$ cat src/rtl/block_raster_streamer_pkg.sv
// Shared types and constants for the colour-block raster streamer.
package block_raster_streamer_pkg;
  localparam int BLOCK_DIM   = 8;
  localparam int MCU_DIM     = 16;
  localparam int PIX_W       = 8;
  localparam int PKT_COORD_W = 16;

  typedef logic [BLOCK_DIM-1:0][BLOCK_DIM-1:0][PIX_W-1:0] chan_blk_t;

  typedef struct packed {
    chan_blk_t r;
    chan_blk_t g;
    chan_blk_t b;
  } RGB_BLOCK;

  typedef struct packed {
    logic [PIX_W-1:0]       r;
    logic [PIX_W-1:0]       g;
    logic [PIX_W-1:0]       b;
    logic [PKT_COORD_W-1:0] x;
    logic [PKT_COORD_W-1:0] y;
  } PIXEL_PACKET;

  typedef enum logic {ST_IDLE, ST_STREAM} out_state_e;
endpackage

$ cat src/rtl/block_raster_streamer_if.sv
// Pixel stream leaving the streamer: valid/ready handshake plus frame marker.
interface block_raster_streamer_if #(
  parameter int COORD_W = 16
);
  logic [7:0]         px_r;
  logic [7:0]         px_g;
  logic [7:0]         px_b;
  logic [COORD_W-1:0] px_x;
  logic [COORD_W-1:0] px_y;
  logic               px_valid;
  logic               px_ready;
  logic               frame_done;

  modport master (
    output px_r, px_g, px_b, px_x, px_y, px_valid, frame_done,
    input  px_ready
  );

  modport slave (
    input  px_r, px_g, px_b, px_x, px_y, px_valid, frame_done,
    output px_ready
  );
endinterface

$ cat src/rtl/block_raster_streamer_mcu_coord_gen.sv
// Tracks the 4:2:0 block index as sub-block plus MCU wrap counters and
// emits the pixel origin of the current block and a last-of-frame flag.
module mcu_coord_gen
  import block_raster_streamer_pkg::*;
#(
  parameter int COORD_W = 16,
  parameter int DIM_W   = 8
) (
  input  logic               clk,
  input  logic               rst,
  input  logic [DIM_W-1:0]   blocks_wide,
  input  logic [DIM_W-1:0]   blocks_tall,
  input  logic               advance,
  output logic [COORD_W-1:0] x0,
  output logic [COORD_W-1:0] y0,
  output logic               last_blk
);
  logic [1:0]       sub_q, sub_d;
  logic [DIM_W-1:0] mcu_x_q, mcu_x_d;
  logic [DIM_W-1:0] mcu_y_q, mcu_y_d;
  logic [DIM_W-1:0] mcus_wide_m1, mcus_tall_m1;
  logic             col_end, row_end;

  always_comb begin
    mcus_wide_m1 = (blocks_wide >> 1) - DIM_W'(1);
    mcus_tall_m1 = (blocks_tall >> 1) - DIM_W'(1);
    col_end      = (mcu_x_q == mcus_wide_m1);
    row_end      = (mcu_y_q == mcus_tall_m1);
    last_blk     = (sub_q == 2'd3) && col_end && row_end;
    // 16*mcu + 8*sub_bit is just a bit concatenation
    x0 = COORD_W'({mcu_x_q, sub_q[0], 3'b000});
    y0 = COORD_W'({mcu_y_q, sub_q[1], 3'b000});

    sub_d   = sub_q;
    mcu_x_d = mcu_x_q;
    mcu_y_d = mcu_y_q;
    if (advance) begin
      if (sub_q != 2'd3) begin
        sub_d = sub_q + 2'd1;
      end else begin
        sub_d = 2'd0;
        if (col_end) begin
          mcu_x_d = '0;
          mcu_y_d = row_end ? '0 : mcu_y_q + DIM_W'(1);
        end else begin
          mcu_x_d = mcu_x_q + DIM_W'(1);
        end
      end
    end
  end

  always_ff @(posedge clk) begin
    if (!rst) begin
      sub_q   <= '0;
      mcu_x_q <= '0;
      mcu_y_q <= '0;
    end else begin
      sub_q   <= sub_d;
      mcu_x_q <= mcu_x_d;
      mcu_y_q <= mcu_y_d;
    end
  end
endmodule

$ cat src/rtl/block_raster_streamer.sv
// Captures 8x8 RGB blocks into a ping-pong buffer pair and streams them out
// one pixel per handshake with absolute image coordinates.
module block_raster_streamer
  import block_raster_streamer_pkg::*;
#(
  parameter int COORD_W = 16,
  parameter int DIM_W   = 8
) (
  input  logic                     clk,
  input  logic                     rst,
  input  logic [DIM_W-1:0]         blocks_wide,
  input  logic [DIM_W-1:0]         blocks_tall,
  input  chan_blk_t                r,
  input  chan_blk_t                g,
  input  chan_blk_t                b,
  input  logic                     valid_in,
  output logic                     space_avail,
  output logic                     overflow,
  block_raster_streamer_if.master  px_if
);
  RGB_BLOCK           buf_q [2], buf_d [2];
  logic [COORD_W-1:0] x0_q [2], x0_d [2];
  logic [COORD_W-1:0] y0_q [2], y0_d [2];
  logic               last_q [2], last_d [2];
  logic [1:0]         occ_q, occ_d;
  logic               wr_sel_q, wr_sel_d;
  logic               rd_sel_q, rd_sel_d;
  logic [5:0]         p_q, p_d;
  logic               overflow_q, overflow_d;
  out_state_e         state_q, state_d;

  logic               px_valid, hs, release_blk, capture;
  logic [COORD_W-1:0] cg_x0, cg_y0;
  logic               cg_last;
  RGB_BLOCK           rd_blk;
  logic [2:0]         row, col;

  // Dropped blocks still advance the index so later origins stay aligned.
  mcu_coord_gen #(.COORD_W(COORD_W), .DIM_W(DIM_W)) u_coord (
    .clk         (clk),
    .rst         (rst),
    .blocks_wide (blocks_wide),
    .blocks_tall (blocks_tall),
    .advance     (valid_in),
    .x0          (cg_x0),
    .y0          (cg_y0),
    .last_blk    (cg_last)
  );

  always_comb begin
    px_valid    = (state_q == ST_STREAM);
    hs          = px_valid && px_if.px_ready;
    release_blk = hs && (p_q == 6'd63);
    // When full, wr_sel points at the buffer being drained, so a same-cycle
    // release lets the incoming block land there.
    capture     = valid_in && ((occ_q != 2'd2) || release_blk);

    buf_d      = buf_q;
    x0_d       = x0_q;
    y0_d       = y0_q;
    last_d     = last_q;
    wr_sel_d   = wr_sel_q;
    rd_sel_d   = rd_sel_q;
    p_d        = p_q;
    occ_d      = occ_q;
    overflow_d = overflow_q || (valid_in && !capture);
    state_d    = state_q;

    if (capture) begin
      buf_d[wr_sel_q]  = RGB_BLOCK'({r, g, b});
      x0_d[wr_sel_q]   = cg_x0;
      y0_d[wr_sel_q]   = cg_y0;
      last_d[wr_sel_q] = cg_last;
      wr_sel_d         = !wr_sel_q;
    end
    if (hs)          p_d      = p_q + 6'd1;
    if (release_blk) rd_sel_d = !rd_sel_q;

    if (capture && !release_blk)      occ_d = occ_q + 2'd1;
    else if (!capture && release_blk) occ_d = occ_q - 2'd1;

    case (state_q)
      ST_IDLE:   if (occ_d != 2'd0) state_d = ST_STREAM;
      ST_STREAM: if (release_blk && (occ_d == 2'd0)) state_d = ST_IDLE;
      default:   state_d = ST_IDLE;
    endcase
  end

  always_comb begin
    rd_blk = buf_q[rd_sel_q];
    row    = p_q[5:3];
    col    = p_q[2:0];
    // Data is forced to zero outside a valid beat so reset needs no buffer clear.
    px_if.px_valid   = px_valid;
    px_if.px_r       = px_valid ? rd_blk.r[row][col] : '0;
    px_if.px_g       = px_valid ? rd_blk.g[row][col] : '0;
    px_if.px_b       = px_valid ? rd_blk.b[row][col] : '0;
    px_if.px_x       = px_valid ? x0_q[rd_sel_q] + COORD_W'(col) : '0;
    px_if.px_y       = px_valid ? y0_q[rd_sel_q] + COORD_W'(row) : '0;
    px_if.frame_done = release_blk && last_q[rd_sel_q];
    space_avail      = (occ_q != 2'd2);
    overflow         = overflow_q;
  end

  always_ff @(posedge clk) begin
    if (!rst) begin
      occ_q      <= '0;
      wr_sel_q   <= 1'b0;
      rd_sel_q   <= 1'b0;
      p_q        <= '0;
      overflow_q <= 1'b0;
      state_q    <= ST_IDLE;
    end else begin
      occ_q      <= occ_d;
      wr_sel_q   <= wr_sel_d;
      rd_sel_q   <= rd_sel_d;
      p_q        <= p_d;
      overflow_q <= overflow_d;
      state_q    <= state_d;
    end
  end

  always_ff @(posedge clk) begin
    buf_q  <= buf_d;
    x0_q   <= x0_d;
    y0_q   <= y0_d;
    last_q <= last_d;
  end
endmodule

$ cat src/flat_wrapper.sv
// flat-port wrapper written by rule: the top's interface ports become plain ports
module block_raster_streamer_flat import block_raster_streamer_pkg::*;
#(
  parameter int COORD_W = 16,
  parameter int DIM_W   = 8
)
  (clk, rst, blocks_wide, blocks_tall, r, g, b, valid_in, space_avail, overflow, px_if_px_r, px_if_px_g, px_if_px_b, px_if_px_x, px_if_px_y, px_if_px_valid, px_if_frame_done, px_if_px_ready);
  block_raster_streamer_if #(.COORD_W(COORD_W)) px_if_i ();
  input  logic clk;
  input  logic rst;
  input  logic [DIM_W-1:0] blocks_wide;
  input  logic [DIM_W-1:0] blocks_tall;
  input  chan_blk_t r;
  input  chan_blk_t g;
  input  chan_blk_t b;
  input  logic valid_in;
  output logic space_avail;
  output logic overflow;
  output wire logic [$bits(px_if_i.px_r)-1:0] px_if_px_r;
  output wire logic [$bits(px_if_i.px_g)-1:0] px_if_px_g;
  output wire logic [$bits(px_if_i.px_b)-1:0] px_if_px_b;
  output wire logic [$bits(px_if_i.px_x)-1:0] px_if_px_x;
  output wire logic [$bits(px_if_i.px_y)-1:0] px_if_px_y;
  output wire logic [$bits(px_if_i.px_valid)-1:0] px_if_px_valid;
  output wire logic [$bits(px_if_i.frame_done)-1:0] px_if_frame_done;
  input wire logic [$bits(px_if_i.px_ready)-1:0] px_if_px_ready;
  assign px_if_px_r = px_if_i.px_r;
  assign px_if_px_g = px_if_i.px_g;
  assign px_if_px_b = px_if_i.px_b;
  assign px_if_px_x = px_if_i.px_x;
  assign px_if_px_y = px_if_i.px_y;
  assign px_if_px_valid = px_if_i.px_valid;
  assign px_if_frame_done = px_if_i.frame_done;
  assign px_if_i.px_ready = px_if_px_ready;
  block_raster_streamer #(.COORD_W(COORD_W), .DIM_W(DIM_W)) u_core (.clk(clk), .rst(rst), .blocks_wide(blocks_wide), .blocks_tall(blocks_tall), .r(r), .g(g), .b(b), .valid_in(valid_in), .space_avail(space_avail), .overflow(overflow), .px_if(px_if_i));
endmodule
$ cat config.mk
export PLATFORM = sky130hd
export DESIGN_NAME = block_raster_streamer_flat
export DESIGN_NICKNAME = d
export VERILOG_FILES = /design/src/rtl/block_raster_streamer_pkg.sv /design/src/rtl/block_raster_streamer_if.sv /design/src/rtl/block_raster_streamer_mcu_coord_gen.sv /design/src/rtl/block_raster_streamer.sv /design/src/flat_wrapper.sv
export SDC_FILE = /design/constraint.sdc
export NUM_CORES = 2
export LEC_CHECK = 0
export ABC_CLOCK_PERIOD_IN_PS = 76400
export BUFFER_PORTS_ARGS = -buffer_cell sky130_fd_sc_hd__buf_4
export CORE_AREA = 2 2 626 628
export CTS_CLUSTER_DIAMETER = 80
export DETAILED_ROUTE_END_ITERATION = 10
export DIE_AREA = 0 0 628 630
export GPL_ROUTABILITY_DRIVEN = 1
export SETUP_SLACK_MARGIN = 0.15
export SYNTH_ARGS = -nofsm -noshare
export SYNTH_HDL_FRONTEND = slang
export SYNTH_SLANG_ARGS = --single-unit
$ cat constraint.sdc
create_clock -name clk -period 76.4 [get_ports clk]
set_input_delay 7.64 -clock clk [delete_from_list [all_inputs] [get_ports clk]]
set_output_delay 7.64 -clock clk [all_outputs]
set_load 0.02 [all_outputs]
# ---- Word level (Yosys, flattened, before mapping)
# Cells that the tools add are included.
dict set report classes {
  reduce_logical 21
  bitwise 4
  add_sub_neg 10
  n_lt_le_gt_ge 5
  eq_ne 6
  muxes 47
}
# cell n
set ops {}
lappend ops {{1536-bit two-way mux} 4}
lappend ops {{3072-bit bitwise mux} 1}
lappend ops {{1536-bit demux with 1-bit select} 1}
lappend ops {{64-bit binary-select mux with 3-bit select} 3}
lappend ops {{64-bit two-way mux} 3}
lappend ops {{16-bit two-way mux} 9}
lappend ops {{8-bit binary-select mux with 3-bit select} 3}
lappend ops {{32-bit bitwise mux} 2}
lappend ops {{8-bit two-way mux} 8}
lappend ops {{16-bit by 3-bit adder with 16-bit output} 2}
lappend ops {{8-bit by 1-bit adder with 8-bit output (second input constant)} 2}
lappend ops {{16-bit demux with 1-bit select} 1}
lappend ops {{8-bit equality test} 2}
lappend ops {{7-bit by 1-bit subtractor with 8-bit output (second input constant)} 2}
lappend ops {{1-bit logical AND} 11}
lappend ops {{3-bit by 4-bit < comparator with 1-bit output (second input constant)} 2}
lappend ops {{6-bit by 1-bit adder with 6-bit output (second input constant)} 1}
lappend ops {{6-bit equality test (second input constant)} 1}
lappend ops {{1-bit two-way mux} 6}
lappend ops {{2-bit two-way mux} 3}
lappend ops {{2-bit by 1-bit adder with 2-bit output (second input constant)} 2}
lappend ops {{2-bit greater-or-equal comparator (second input constant)} 2}
lappend ops {{1-bit zero test} 4}
lappend ops {{2-bit != test (second input constant)} 2}
lappend ops {{other kinds (13)} 16}
dict set report word_totals {
  elab_cells 492
  regBits 3168
  out_inout_bits 60
  inputBits 1556
}

# ---- Longest topological paths before layout
dict set report depth {
  word_depth 12
  depth_mapped 12
}

# ---- Hierarchy
# Synthesis repeated with hierarchy kept, for this count alone.
dict set report hier_totals {
  cells_unflattened 5611
  area_unflattened_um2 122999.2
}
# module cells_per_inst n_inst area_each_um2 seq_area_each_um2
set by_module_without_submodules {}
lappend by_module_without_submodules {block_raster_streamer 5434 1 121566.6 94470.6}
lappend by_module_without_submodules {mcu_coord_gen 177 1 1432.6 360.3}

# ---- Worst setup path before layout
# No wires, ideal clock.
dict set report synth_path {
  path_type {input port to flip-flop}
  start {in px_if_px_ready}
  end {reg u_core.buf_q[1536] (netlist bit) (enable)}
  stages 5
  path_slack_ns 0.297
  setup_time_ns 3.530
  t_required_ns 72.870
  arrival_time_ns 72.573
  path_cell_list {and3_1 > nand4_1 > nand2_1 > nand2_1 > nor2_1}
}
dict set report synth_between {
  elab_chain_len 4
}
# item line
set synth_lines {}
lappend synth_lines {{start: declaration} flat_wrapper.sv:26} ;# input wire logic [$bits(px_if_i.px_ready)-1:0] px_if_px_ready;
lappend synth_lines {{1-bit logical AND} block_raster_streamer.sv:52} ;# hs = px_valid && px_if.px_ready;
lappend synth_lines {{1-bit logical AND} block_raster_streamer.sv:53} ;# release_blk = hs && (p_q == 6'd63);
lappend synth_lines {{1-bit logical OR} block_raster_streamer.sv:56} ;# capture = valid_in && ((occ_q != 2'd2) || release_blk);
lappend synth_lines {{1-bit logical AND} block_raster_streamer.sv:56}
lappend synth_lines {{end signal: assignment} block_raster_streamer.sv:124} ;# buf_q <= buf_d;
lappend synth_lines {{end: declaration} block_raster_streamer.sv:21} ;# RGB_BLOCK buf_q [2], buf_d [2];
# Every way passes these cells.
# A chain may end at the register's enable or synchronous reset.

# ---- Final worst setup path
dict set report layout_path {
  start {in px_if_px_ready}
  end {out px_if_frame_done}
}
dict set report layout_between {
  elab_chain_len 3
}
# item line
set layout_lines {}
lappend layout_lines {{1-bit logical AND} block_raster_streamer.sv:52}
lappend layout_lines {{1-bit logical AND} block_raster_streamer.sv:53}
lappend layout_lines {{1-bit logical AND} block_raster_streamer.sv:100} ;# px_if.frame_done = release_blk && last_q[rd_sel_q];
lappend layout_lines {{end: declaration} flat_wrapper.sv:25} ;# output wire logic [$bits(px_if_i.frame_done)-1:0] px_if_frame_done;
# Every way passes these cells.

==> flow_metrics.py <==
metrics = {
    "outcome": {
        "status": "completed",
    },
    "synth": {
        "synth_edf_count": 3110,
        "avgSynthCellArea_um2": 21.4,
        "synth_cell_types": 83,
        "netlist_area_mm2": 0.121,
        "synth_top_area_frac": 0.774,
        "netlist_top_cells_count": "edfxtp_1 (3110), mux4_2 (577), mux2i_1 (455), a22oi_1 (177), buf_2 (139)",
        "async_flop_share": 0,
        "synthCells": 5638,
        "yosys_register_bits": 3140,
        "yosys.area.top_type": "edfxtp_1",
        "synth.yosys.warnings": 0,
        "synth_most_common_cell": "edfxtp_1",
        "synth_area_leaders": "edfxtp_1 (77%), mux4_2 (11%), mux2i_1 (3.8%)",
        "ys_seq_area_frac": 0.779,
        "synth_ff_type": "edfxtp_1",
    },
    "setup_path": {
        "crit_type": "input pin to output pin",
        "cp.required_ns": 68.76,
        "cp_top_family": "simple AND/OR/NAND/NOR gates",
        "endpoint_kind": "output pin",
        "cp.arrival_ns": 8.78,
        "crit_buf_inv": 3,
        "crit_top_cell": "buf_4",
        "ff2ff_path_depth": 15,
        "worstSetupStartpointType": "input pin",
        "reg2reg_to": "u_core.buf_q[2897]",
        "critPathSlowestCell": "nor2_1",
        "cp_max_fo": 8,
        "r2r_start": "u_core.p_q[5]",
        "crit_chain": "buf_4 -> and3_1 -> nand4_1 -> buf_4 -> nor2_1 -> buf_4",
        "cpPeakStageDelay_ns": 0.26,
        "regToRegSetupSlack_ns": 66.85,
    },
    "cts": {
        "cts_resized": 0,
        "postCtsSetupRepairBufs": 0,
        "cts_tree": "yes",
        "cts_sinks": 3140,
        "cts-root-buf": "clkbuf_16",
        "cts-hold-fix-buffers": 0,
        "clock_path_buffers": 4,
        "numCtsBuffers": 339,
        "cts.clk_slew.worst_paths_ns": 0.05,
        "cts-htree-levels": 5,
        "clock_latency_ns": 0.94,
    },
    "floorplanning": {
        "num_rows": 229,
        "initial_core_util": 0.311,
        "dieArea_mm2": 0.396,
        "ios": 1616,
        "die_h_um": 630,
        "die_w_um": 628,
        "coreArea_mm2": 0.388,
    },
    "routing": {
        "routed_wl_mm": 478,
        "vias": 67394,
        "drtIter0Drc": 7397,
        "drc": 0,
        "antenna_left": 0,
        "wl_per_cell_um": 36.5,
        "viasPerCell": 5.14,
        "dr.pass1.iters": 5,
    },
    "placement": {
        "portBuffers": 1605,
        "gp_congestion": 0.850,
        "dp_hpwl_mm": 361,
        "place_area_mm2": 0.139,
        "dp_slack_ns": 60.00,
    },
    "sta": {
        "slew_violations": 0,
        "slew_headroom": 0.134,
        "fin_crit_sh": 0.215,
        "rsz0062_at_grt": "no",
        "finalSetupViolCount": 0,
        "fmax_mhz": 60.9,
        "hold-worst-slack_ns": 0.492,
        "timing.final.crit_period_ns": 16.42,
        "hold_violations": 0,
        "fin_ws_ns": 59.98,
        "max_slew.worst_pin.slew_ns": 1.30,
        "tns_ns": 0,
        "skew_ns": 0.0580,
    },
    "power": {
        "vdd_ir_drop_max_v": 0.0000199,
        "leakagePower_nw": 49.4,
        "power-per-cell-area_mw_per_mm2": 26.8,
    },
    "layout": {
        "area_delta_synth_final_pct": 24.8,
        "drive_above_1_share": 0.381,
        "fin_nets": 9021,
        "utilization": 0.388,
        "fin_area_mm2": 0.151,
    },
    "worst_hold_path": {
        "hold_class": "flip-flop to flip-flop",
        "hold_path_end": "u_core.y0_q[3]",
        "hold_start": "u_core.u_coord.sub_q[1]",
        "hold_path_depth": 0,
    },
    "grt": {
        "grt_pass1_wl_mm": 618,
        "antenna_found_initial": 249,
        "grtUsageTotal": 0.233,
        "grt_pass1_vias": 68720,
        "grt_start_max_net_pins": 178,
        "grt_overflow": 0,
    },
    "run": {
        "cap_violations": 0,
    },
}
per-stage QoR:
stage	cells	power, mW
5_1_grt	13052	4.15
4_1_cts	12929	4.06
3_3_place_gp	12314	2.44
2_1_floorplan	5645	2.56
3_5_place_dp	12314	2.46
6_report	13101	4.03
power breakdown:
part / leakage [nW] / internal (mW) / switching, mW
Clock: 5.25 / 0.921 / 0.692
Combinational: 14.9 / 0.119 / 0.219
Sequential: 29.3 / 2.05 / 0.0304
Total: 49.4 / 3.09 / 0.941
kinds of logic (layout without fill, tap and decap cells):
group	count (synthesis)	in the layout	share of synthesized area
multiplexers	1069	1069	0.149
buffers and inverters	338	2425	0.0148
AO/OA/AOI/OAI	612	612	0.0361
adder cells (fa/ha/maj)	7	7	0.000726
XOR/XNOR	33	33	0.00240
AND/OR/NAND/NOR	438	438	0.0182
other	1	180	0.0000311
flip-flops	3140	3140	0.779
placed cells by master, fill, tap and decap left out, types with 70 or more instances in the layout:
cell / Yosys / layout
mux2i_1: 455 / 455
clkbuf_16: 0 / 341
clkbuf_1: 81 / 70
buf_4: 74 / 1784
a21oi_1: 109 / 109
a22oi_1: 177 / 177
nand2_1: 121 / 119
clkinv_1: 2 / 89
o22ai_1: 98 / 98
edfxtp_1: 3110 / 3110
mux4_2: 577 / 577
nor2_1: 93 / 84
diode_2: 0 / 172
flip-flops by register name, indices dropped and copies added (netlist names):
signal	count
u_core.rd_sel_q	1
u_core.px_if.px_valid	1
u_core.u_coord.sub_q	2
u_core.u_coord.mcu_x_q	8
u_core.buf_q	3072
u_core.last_q	2
u_core.y0_q	18
u_core.x0_q	18
u_core.p_q	6
u_core.wr_sel_q	1
u_core.occ_q	2
u_core.overflow	1
u_core.u_coord.mcu_y_q	8
layout make-up:
cell class                      count  area (um^2)
Clock buffer                      411         8800
Antenna cell                      172          430
Fill cell                       35088       238000
Sequential cell                  3140        94000
Tap cell                         5197         6500
Inverter                           19         83.8
Clock inverter                    204         2040
Timing Repair Buffer             1791        13500
Multi-Input combinational cell   2167        25200
metal layers:
metal  wire length (um)  part of all wire  vias up  global-route usage
met4              24000             0.050       76               0.119
met3              36600             0.077      831              0.0569
met1             169000              0.35    35474               0.265
met5                494            0.0010        -                   0
met2             248000              0.52     3348               0.408
li1                   -                 -    27665                   -
how the worst max path moves through the flow:
stage | startpoint | slack (ns) | endpoint | cells after the start
2_1_floorplan | px_if_px_ready | 0.30 | u_core.buf_q[1536] | 5
3_3_place_gp | px_if_px_ready | 60.01 | px_if_frame_done | 6
3_5_place_dp | px_if_px_ready | 60.00 | px_if_frame_done | 6
4_1_cts | px_if_px_ready | 60.00 | px_if_frame_done | 6
5_1_grt | px_if_px_ready | 59.92 | px_if_frame_done | 6
6_report | px_if_px_ready | 59.98 | px_if_frame_done | 6
No activity file was read; power rests on OpenSTA's default activity.
